--- src/rtl/hatch_pkg.sv ---
// Shared state codes, default timing constants and counter widths for the hatch sequencer.
package hatch_pkg;

  typedef enum logic [2:0] {
    StOff      = 3'd0,
    StIdle     = 3'd1,
    StIncubate = 3'd2,
    StGrow     = 3'd3,
    StDone     = 3'd4,
    StFail     = 3'd5
  } state_e;

  localparam int unsigned TickDivDef   = 1000;
  localparam int unsigned StageSecsDef = 2;
  localparam int unsigned GrowStageDef = 10;
  localparam int unsigned DoneStageDef = 16;
  localparam int unsigned ColdLimitDef = 5;

  localparam int unsigned StageW   = 5;
  localparam int unsigned ElapsedW = 7;
  localparam int unsigned ColdW    = 3;
  localparam int unsigned PhaseW   = 4;

  localparam logic [ElapsedW-1:0] ElapsedMax = 7'd99;

endpackage

--- src/rtl/sec_tick_gen.sv ---
// Prescaler producing a wrap strobe for same-edge counter updates and a registered tick pulse.
module sec_tick_gen #(
  parameter int unsigned Div = 1000
) (
  input  logic clk_i,
  input  logic rst_ni,
  input  logic clr_i,
  input  logic run_i,
  output logic wrap_o,
  output logic tick_o
);

  localparam int unsigned W = (Div > 1) ? $clog2(Div) : 1;
  localparam logic [W-1:0] Last = W'(Div - 1);

  logic [W-1:0] cnt_q, cnt_d;
  logic         tick_q, tick_d;

  assign wrap_o = run_i && !clr_i && (cnt_q == Last);
  assign tick_o = tick_q;

  always_comb begin
    cnt_d  = cnt_q;
    tick_d = 1'b0;
    if (clr_i) begin
      cnt_d = '0;
    end else if (run_i) begin
      if (cnt_q == Last) begin
        cnt_d  = '0;
        tick_d = 1'b1;
      end else begin
        cnt_d = cnt_q + 1'b1;
      end
    end
  end

  always_ff @(posedge clk_i) begin
    if (!rst_ni) begin
      cnt_q  <= '0;
      tick_q <= 1'b0;
    end else begin
      cnt_q  <= cnt_d;
      tick_q <= tick_d;
    end
  end

endmodule

--- src/rtl/hatch_ctrl.sv ---
// Hatch sequencer: power/start/heat inputs drive the state machine, stage, elapsed and cold counters.
module hatch_ctrl
  import hatch_pkg::*;
#(
  parameter int unsigned TICK_DIV   = TickDivDef,
  parameter int unsigned STAGE_SECS = StageSecsDef,
  parameter int unsigned GROW_STAGE = GrowStageDef,
  parameter int unsigned DONE_STAGE = DoneStageDef,
  parameter int unsigned COLD_LIMIT = ColdLimitDef
) (
  input  logic                clk,
  input  logic                rst,
  input  logic                power,
  input  logic                start_pulse,
  input  logic                heat,
  output logic [2:0]          state,
  output logic [StageW-1:0]   stage,
  output logic [ElapsedW-1:0] elapsed,
  output logic [ColdW-1:0]    cold_sec,
  output logic                sec_tick,
  output logic                mat_en,
  output logic                seg_en,
  output logic                led_ok,
  output logic                led_fail
);

  localparam logic [StageW-1:0] GrowL      = StageW'(GROW_STAGE);
  localparam logic [StageW-1:0] DoneL      = StageW'(DONE_STAGE);
  localparam logic [ColdW-1:0]  ColdL      = ColdW'(COLD_LIMIT);
  localparam logic [PhaseW-1:0] PhaseLast  = PhaseW'(STAGE_SECS - 1);

  state_e              st_q, st_d;
  logic [StageW-1:0]   stage_q, stage_d;
  logic [ElapsedW-1:0] elapsed_q, elapsed_d;
  logic [ColdW-1:0]    cold_q, cold_d;
  logic [PhaseW-1:0]   phase_q, phase_d;
  logic                mat_en_q, seg_en_q, led_ok_q, led_fail_q;
  logic                clr, run, wrap, tick;

  assign run = (st_q == StIncubate) || (st_q == StGrow);

  sec_tick_gen #(
    .Div(TICK_DIV)
  ) u_tick (
    .clk_i (clk),
    .rst_ni(rst),
    .clr_i (clr),
    .run_i (run),
    .wrap_o(wrap),
    .tick_o(tick)
  );

  always_comb begin
    st_d      = st_q;
    stage_d   = stage_q;
    elapsed_d = elapsed_q;
    cold_d    = cold_q;
    phase_d   = phase_q;
    clr       = 1'b0;
    case (st_q)
      StOff: st_d = StIdle;
      StIdle: begin
        if (start_pulse) begin
          st_d      = StIncubate;
          clr       = 1'b1;
          stage_d   = '0;
          elapsed_d = '0;
          cold_d    = '0;
          phase_d   = '0;
        end
      end
      StIncubate: begin
        if (heat) cold_d = '0;
        if (wrap) begin
          if (elapsed_q != ElapsedMax) elapsed_d = elapsed_q + 1'b1;
          if (heat) begin
            if (phase_q == PhaseLast) begin
              phase_d = '0;
              stage_d = stage_q + 1'b1;
            end else begin
              phase_d = phase_q + 1'b1;
            end
          end else begin
            cold_d = cold_q + 1'b1;
          end
          // Opposite heat values make these two exits mutually exclusive.
          if (stage_d == GrowL) st_d = StGrow;
          else if (cold_d == ColdL) st_d = StFail;
        end
      end
      StGrow: begin
        cold_d = '0;
        if (wrap) begin
          if (elapsed_q != ElapsedMax) elapsed_d = elapsed_q + 1'b1;
          if (phase_q == PhaseLast) begin
            phase_d = '0;
            stage_d = stage_q + 1'b1;
          end else begin
            phase_d = phase_q + 1'b1;
          end
          if (stage_d == DoneL) st_d = StDone;
        end
      end
      StDone, StFail: begin
        if (start_pulse) begin
          st_d      = StIdle;
          stage_d   = '0;
          elapsed_d = '0;
        end
      end
      default: st_d = StOff;
    endcase

    if (!power) begin
      st_d      = StOff;
      stage_d   = '0;
      elapsed_d = '0;
      cold_d    = '0;
      phase_d   = '0;
      clr       = 1'b1;
    end
  end

  always_ff @(posedge clk) begin
    if (!rst) begin
      st_q       <= StOff;
      stage_q    <= '0;
      elapsed_q  <= '0;
      cold_q     <= '0;
      phase_q    <= '0;
      mat_en_q   <= 1'b0;
      seg_en_q   <= 1'b0;
      led_ok_q   <= 1'b0;
      led_fail_q <= 1'b0;
    end else begin
      st_q       <= st_d;
      stage_q    <= stage_d;
      elapsed_q  <= elapsed_d;
      cold_q     <= cold_d;
      phase_q    <= phase_d;
      mat_en_q   <= (st_d != StOff);
      seg_en_q   <= (st_d != StOff) && (st_d != StIdle);
      led_ok_q   <= (st_d == StDone);
      led_fail_q <= (st_d == StFail);
    end
  end

  assign state    = st_q;
  assign stage    = stage_q;
  assign elapsed  = elapsed_q;
  assign cold_sec = cold_q;
  assign sec_tick = tick;
  assign mat_en   = mat_en_q;
  assign seg_en   = seg_en_q;
  assign led_ok   = led_ok_q;
  assign led_fail = led_fail_q;

endmodule
--- config.mk ---
export PLATFORM = sky130hd
export DESIGN_NAME = hatch_ctrl
export DESIGN_NICKNAME = d
export VERILOG_FILES = /design/src/rtl/hatch_pkg.sv /design/src/rtl/sec_tick_gen.sv /design/src/rtl/hatch_ctrl.sv
export SDC_FILE = /design/constraint.sdc
export NUM_CORES = 1
export LEC_CHECK = 0
export CAP_MARGIN = 20
export CORE_MARGIN = 3
export CORE_UTILIZATION = 55
export CTS_CLUSTER_DIAMETER = 60
export DETAILED_ROUTE_END_ITERATION = 8
export PLACE_DENSITY = 0.84
export SLEW_MARGIN = 20
export SYNTH_ARGS = -nofsm -noshare
export SYNTH_HDL_FRONTEND = slang
export SYNTH_HIERARCHICAL = 1
export SYNTH_SLANG_ARGS = --single-unit
--- constraint.sdc ---
create_clock -name clk -period 3.3 [get_ports clk]
set_clock_uncertainty 0.05 [all_clocks]
set_input_delay 0.99 -clock clk [delete_from_list [all_inputs] [get_ports clk]]
set_output_delay 0.99 -clock clk [all_outputs]
set_load 0.02 [all_outputs]
==> reports/metrics.yaml, run 1 <==
logic_synthesis:
  synth_top_area_cell: "dfxtp_1"
  avgSynthCellArea_um2: 7.88
  ys_seq_elements: 37
  synth_area_leaders: "dfxtp_1 35%, a21oi_1 5.3%, nor2_1 4.8%"
  ys.flop_type: "dfxtp_1"
  ys_seq_area_frac: 0.353
  synth_xor_area_frac: 0.0543
  ys_async_sr_fraction: 0
  synth_enable_flop_cells: 0
  synth_mux_area_frac: 0.00955
  ys_types: 50
  synthCells: 266
  synth_top_family_by_area: "simple AND/OR/NAND/NOR gates"
  synth_top_area_share: 0.353
  yosys.area_share.simple: 0.298
  synth_area_um2: 2100
  syn_nets: 275
  synth_compound_area_frac: 0.222
  ys_warn_count: 6
  synthAdderAreaFrac: 0.0239
sta:
  rsz0062_at_grt: "no"
  hold_viol_final: 0
  fin_crit_ps: 2900
  final_max_slew_viol_count: 0
  finalSetupViolCount: 0
  fin_setup_tns_ps: 0
  fmax_ghz: 0.345
  tightestPinTransition_ps: 696
  holdWs_ps: 440
  fin_crit_sh: 0.878
  slew_headroom: 0.531
global_routing:
  grt_max_degree: 17
  overflow: 0
  grtUsageTotal: 0.239
  grt_first_pass_wirelength_um: 8400
  antenna_found_initial: 0
  grt_pass1_vias: 1857
floorplan:
  die_w_um: 67.7
  die_h_um: 67.7
  start_util: 0.600
  io-pin-count: 28
  die_area_um2: 4590
  row_count: 21
  core_area_um2: 3490
drt:
  vias: 2052
  ant_nets: 0
  firstDrtPassIters: 4
  postRouteWirelength_um: 4880
  initialDrtViolationCount: 162
  wl_per_cell_um: 14.2
  via_per_inst: 5.97
  drc_errors: 0
critical_path:
  crit_chain: "clkdlybuf4s50_1 > nor2b_1 > nand2_1 > nand2_1 > nor2_1 > nand2_1 > o22ai_1 > nand4_1 > or3_1 > a21oi_1"
  cpMaxStageDelayCell: "clkdlybuf4s50_1"
  crit_top_cell: "nand2_1"
  path_max_fanout: 5
  crit_start: "start_pulse"
  cp-start-kind: "primary input"
  critPathBufInv: 1
  critical_path_class: "in2reg"
  crit_family: "simple AND/OR/NAND/NOR gates"
  end_kind: "flop"
  required_ps: 3470
  r2r-start: "u_tick/cnt_q[0]$_SDFFE_PP0P_"
  arrival_ps: 3070
  max_stage_delay_ps: 430
clocking:
  cts_tree: "yes"
  clock_latency_ps: 300
  cts_resized: 0
  htree_levels: 2
  holdBufCountCts: 0
  clock_tree.root_cell: "clkbuf_8"
  cts_buffers: 5
  cts.clk_slew.worst_paths_ps: 70
  cts_sinks: 37
  cts_buffer_depth: 2
  postCtsSetupBuffers: 0
job:
  drv_cap: 0
cells_and_area:
  syn_to_final_growth_pct: 22.3
  num-fill-cells: 276
  n_antenna_cell: 0
  drive_gt1_frac: 0.0805
  regArea_um2: 741
  multi_input_area_um2: 1270
  finish.net_count: 306
hold_path:
  min_from: "u_tick/cnt_q[8]$_SDFFE_PP0P_"
  hold_class: "reg2reg"
power:
  ir_worst_vdd_uv: 252
  power_density_nw_per_um2: 361
  p_leak_nw: 0.861
place:
  hpwlAfterDp_um: 3440
  buffer_ports.inserted: 27
  gp_congestion: 0.900
status:
  outcome: "complete, no violations"
-- worst min-delay path: stages (launching register included) --
cell and delay [ps]:
dfxtp_1 330, o31ai_1 60, a21oi_1 50
-- cell type report --
cell class	instances	share of cell area
Clock buffer	6	0.0322
Clock inverter	2	0.0146
Inverter	7	0.0102
Multi-Input combinational cell	209	0.497
Sequential cell	37	0.289
Tap cell	46	0.0224
Timing Repair Buffer	37	0.135
-- registers in the layout, summed over array words and instances, names as in the netlist --
register,cells
elapsed,7
state,3
led_fail,1
u_tick/cnt_q,10
mat_en,1
phase_q,4
u_tick/tick_o,1
seg_en,1
stage,5
cold_sec,3
led_ok,1
-- worst paths after layout --
kind,cells after the start,to,slack (ps)
setup / recovery,10,elapsed[5]$_SDFFE_PN0P_,400
setup reg to reg,9,elapsed[5]$_SDFFE_PN0P_,470
hold reg to reg,2,u_tick/cnt_q[8]$_SDFFE_PP0P_,440
hold / removal,2,u_tick/cnt_q[8]$_SDFFE_PP0P_,440
-- Yosys cell counts (2+ instances only) --
| master | count |
|---|---|
| a211oi_1 | 4 |
| a21oi_1 | 22 |
| a22oi_1 | 2 |
| a31oi_1 | 4 |
| and2_1 | 7 |
| and3_1 | 2 |
| buf_2 | 2 |
| clkbuf_1 | 9 |
| dfxtp_1 | 37 |
| ha_1 | 4 |
| inv_1 | 7 |
| mux2i_1 | 2 |
| nand2_1 | 24 |
| nand2b_1 | 3 |
| nand3_1 | 12 |
| nand4_1 | 11 |
| nor2_1 | 27 |
| nor2b_1 | 5 |
| nor3_1 | 6 |
| nor4_1 | 2 |
| nor4b_1 | 2 |
| o211ai_1 | 3 |
| o21a_1 | 3 |
| o21ai_0 | 19 |
| o22ai_1 | 2 |
| o31ai_1 | 3 |
| or3_1 | 6 |
| or4_1 | 3 |
| xnor2_1 | 4 |
| xor2_1 | 9 |
-- report_power, final --
part / internal, mW / switching, mW
clock network: 0.246 / 0.168
logic: 0.0240 / 0.0359
registers: 0.449 / 0.00314
total: 0.718 / 0.207
-- routing by layer --
metal / vias to the layer above / track usage / wire length (um)
met5: - / 0 / 0
met4: 0 / 0.0937 / 99
met3: 12 / 0.0466 / 276
met2: 65 / 0.403 / 2250
met1: 938 / 0.298 / 2250
li1: 1037 / - / -
-- layout by cell type (no fill, tap or decap), drive strengths merged, types with 5 or more instances in the layout --
master | synthesis | layout
xor2 | 9 | 9
nor2b | 5 | 5
a211oi | 5 | 5
nor3 | 6 | 6
nand2 | 24 | 24
a21oi | 22 | 22
nor2 | 27 | 27
clkdlybuf4s50 | 0 | 27
nand4 | 12 | 12
dfxtp | 37 | 37
o21ai | 19 | 19
inv | 7 | 7
and2 | 7 | 7
nand3 | 13 | 13
clkbuf | 9 | 6
or3 | 6 | 6
buf | 4 | 10
-- through the flow --
stage,std cells,utilization,worst slack [ps],area (um^2),total power [mW]
final,344,0.734,404,2560,0.926
after global routing,344,0.734,164,2560,0.953
after CTS,344,0.734,411,2560,0.929
after detailed placement,336,0.700,170,2440,0.521
after global placement,336,0.700,215,2440,0.521
after floorplan,266,-,316,2100,0.497
-- kinds of logic after synthesis --
logic type	Yosys count
buffers and inverters	20
flip-flops	37
multiplexers	2
XOR/XNOR	13
adder cells (fa/ha/maj)	4
AND/OR/NAND/NOR	118
AO/OA/AOI/OAI	72
Power figures use the tool's default switching activity.
==> run 2: changes to the inputs <==
--- a/config.mk
+++ b/config.mk
@@ -6,11 +6,11 @@
 export NUM_CORES = 1
 export LEC_CHECK = 0
 export CAP_MARGIN = 20
-export CORE_MARGIN = 3
-export CORE_UTILIZATION = 55
+export CORE_MARGIN = 2
+export CORE_UTILIZATION = 49
 export CTS_CLUSTER_DIAMETER = 60
 export DETAILED_ROUTE_END_ITERATION = 8
-export PLACE_DENSITY = 0.84
+export PLACE_DENSITY = 0.79
 export SLEW_MARGIN = 20
 export SYNTH_ARGS = -nofsm -noshare
 export SYNTH_HDL_FRONTEND = slang
==> constraint.sdc (replaced) <==
create_clock -name clk -period 2.5 [get_ports clk]
set_clock_uncertainty 0.05 [all_clocks]
set_input_delay 0.75 -clock clk [delete_from_list [all_inputs] [get_ports clk]]
set_output_delay 0.75 -clock clk [all_outputs]
set_load 0.02 [all_outputs]
==> run 2 against run 1 <==
Effect of this change: critical path depth fell by 3; die area rose by 5.0%; register-to-register slack got worse by 300 ps; sequential share of layout area fell by 2.4 points; largest power group is now the clock network; combinational power rose by 68%; sequential power rose by 31%; count of clock-buffer cells in the layout fell by 1; sequential cell count did not move; final cell count rose by 7.6%; utilization fell by 3.4 points; hold slack improved by 12 ps; highest routed layer unchanged.
==> reports/metrics.yaml, run 2 (synthesis results as in run 1) <==
status:
  outcome: "complete, no violations"
critical_path:
  arrival_ps: 2490  # -580 ps
  required_ps: 2640  # -830 ps
  critical_path_class: "in2reg"
  r2r-start: "u_tick/cnt_q[0]$_SDFFE_PP0P_"
  reg2reg_depth: 10  # +1
  worstReg2RegEnd: "stage[2]$_SDFFE_PN0P_"
  cp-start-kind: "primary input"
  end_kind: "flop"
  path_max_fanout: 4  # -1
  reg2reg_slack_ps: 170  # -300 ps
global_routing:
  grtUsageTotal: 0.221  # -0.0183
  grt_first_pass_wirelength_um: 8820  # +4.9%
  grt_pass1_vias: 1927  # +3.8%
  antenna_found_initial: 0  # unchanged
  grt_max_degree: 17  # unchanged
  overflow: 0  # unchanged
sta:
  finalSetupViolCount: 0  # unchanged
  slew_headroom: 0.659  # +0.128
  tightestPinTransition_ps: 509  # -186 ps
  rsz0062_at_grt: "no"
  hold_viol_final: 0  # unchanged
  fmax_ghz: 0.425
  fin_crit_sh: 0.942
  fin_crit_ps: 2360
  holdWs_ps: 452  # +12.3 ps
  final_max_slew_viol_count: 0  # unchanged
clocking:
  htree_levels: 2  # unchanged
  cts_sinks: 37  # unchanged
  cts_buffers: 5  # unchanged
  cts_buffer_depth: 2  # unchanged
  clock_tree.root_cell: "clkbuf_8"
  clock_latency_ps: 300  # about the same
  cts.clk_slew.worst_paths_ps: 80  # about the same
  cts_tree: "yes"
cells_and_area:
  drive_gt1_frac: 0.194  # +0.113
  n_antenna_cell: 0  # unchanged
  finish.net_count: 328  # +7.2%
  final_cell_mix: "33 x dfxtp_1, 32 x buf_4, 27 x clkdlybuf4s50_1, 26 x nor2_1, 22 x nand2_1"
  utilization: 0.700  # -0.0340
  largest_reg_flops: 10  # unchanged
  final_common_cell: "dfxtp_1"
  regMostFlops: "u_tick/cnt_q"
  syn_to_final_growth_pct: 35.4
drt:
  wl_per_cell_um: 13.6  # -4.1%
  initialDrtViolationCount: 211  # +30%
  via_per_inst: 5.79  # -2.9%
  firstDrtPassIters: 6  # +2
  drc_errors: 0  # unchanged
  postRouteWirelength_um: 5030  # +3.1%
  vias: 2143  # +4.4%
  ant_nets: 0  # unchanged
floorplan:
  die_h_um: 69.4  # +2.5%
  die_area_um2: 4820  # +5.0%
  start_util: 0.517  # -0.0833
  io-pin-count: 28  # unchanged
  row_count: 23  # +9.5%
  core_area_um2: 4060  # +16%
  die_w_um: 69.4  # +2.5%
power:
  seqPwrFrac: 0.447  # -0.041
  power_density_nw_per_um2: 467  # +29%
  clockPowerShare: 0.478  # +0.031
  power_frac_comb: 0.076  # +0.011
  p_leak_nw: 0.990  # +15%
  internal-power_mw: 1.04  # +44%
  switching_share: 0.219  # -0.00532
  switching_power_mw: 0.290  # +40%
  ir_worst_vdd_uv: 344  # +37%
hold_path:
  min_to: "u_tick/cnt_q[8]$_SDFFE_PP0P_"
  hold_path_depth: 2  # unchanged
  min_from: "u_tick/cnt_q[8]$_SDFFE_PP0P_"
  hold_class: "reg2reg"
place:
  hpwlAfterDp_um: 3570  # +3.7%
  buffer_ports.inserted: 27  # unchanged
  gp_congestion: 0.884  # -1.7%
job:
  drv_cap: 0  # unchanged
==> run 2: changes by cell type in the layout (fill, tap and decap cells not counted), sizes merged <==
cell	before	now
buf	10	32
bufinv	1	2
clkbuf	6	5
clkinvlp	1	0
inv	7	8
==> run 2: power groups by stage <==
stage	Sequential, mW	Combinational (mW)	Clock (mW)
5_1_grt	0.593	0.110	0.673
3_5_place_dp	0.608	0.0959	0
3_3_place_gp	0.607	0.0949	0
4_1_cts	0.594	0.0971	0.649
6_report	0.593	0.101	0.634
2_1_floorplan	0.612	0.0466	0
==> run 2: layer usage <==
metal | vias up | track usage | part of all wire
met3 | 4 | 0.0596 | 0.056
met4 | 0 | 0.0654 | 0.0060
met1 | 991 | 0.296 | 0.46
met2 | 69 | 0.349 | 0.48
met5 | - | 0 | 0
li1 | 1079 | - | -
==> run 2: area by class of cell <==
| class | instances | area (um^2) |
|---|---|---|
| clock inverters | 3 | 68.8 |
| inverters | 7 | 26.3 |
| repair buffers | 59 | 510 |
| fillers | 331 | 1220 |
| clock buffers | 5 | 68.8 |
| well taps | 50 | 62.6 |
| flip-flops and latches | 37 | 751 |
| multi-input cells | 209 | 1350 |
==> run 2: timing repair <==
item	in CTS	in global routing
gates resized for setup	0	9
endpoints found under the setup margin	0	12
buffers inserted	0	1
hold buffers	0	0
==> run 2: worst max path at each step <==
stage	to	cells past startpoint	startpoint
6_report	state[0]$_SDFF_PN0_	7	heat
5_1_grt	stage[0]$_SDFFE_PN0P_	11	start_pulse
4_1_cts	stage[2]$_SDFFE_PN0P_	10	u_tick/cnt_q[1]$_SDFFE_PP0P_
3_5_place_dp	stage[2]$_SDFFE_PN0P_	11	start_pulse
3_3_place_gp	elapsed[5]$_SDFFE_PN0P_	10	start_pulse
2_1_floorplan	phase_q[1]$_SDFFE_PN0P_	11	state[1]$_SDFF_PN0_
==> run 2: critical path, cell delays in order <==
cell and delay, ps:
clkdlybuf4s50_1 520, nand2_1 110, o31a_1 310, o21a_1 200, a211oi_1 240, o22ai_1 170
and2_1 190
==> run 2: per-stage QoR <==
stage	setup WS [ps]	setup TNS, ps	cell area [um^2]	total power [mW]	std cells
CTS	36.5	0	2800	1.34	369
global route	4.44	0	2840	1.38	370
floorplan	-39.6	-39.6	2150	0.659	266
finish	145	0	2840	1.33	370
global placement	-109	-955	2660	0.702	361
detailed placement	-148	-1560	2660	0.703	361
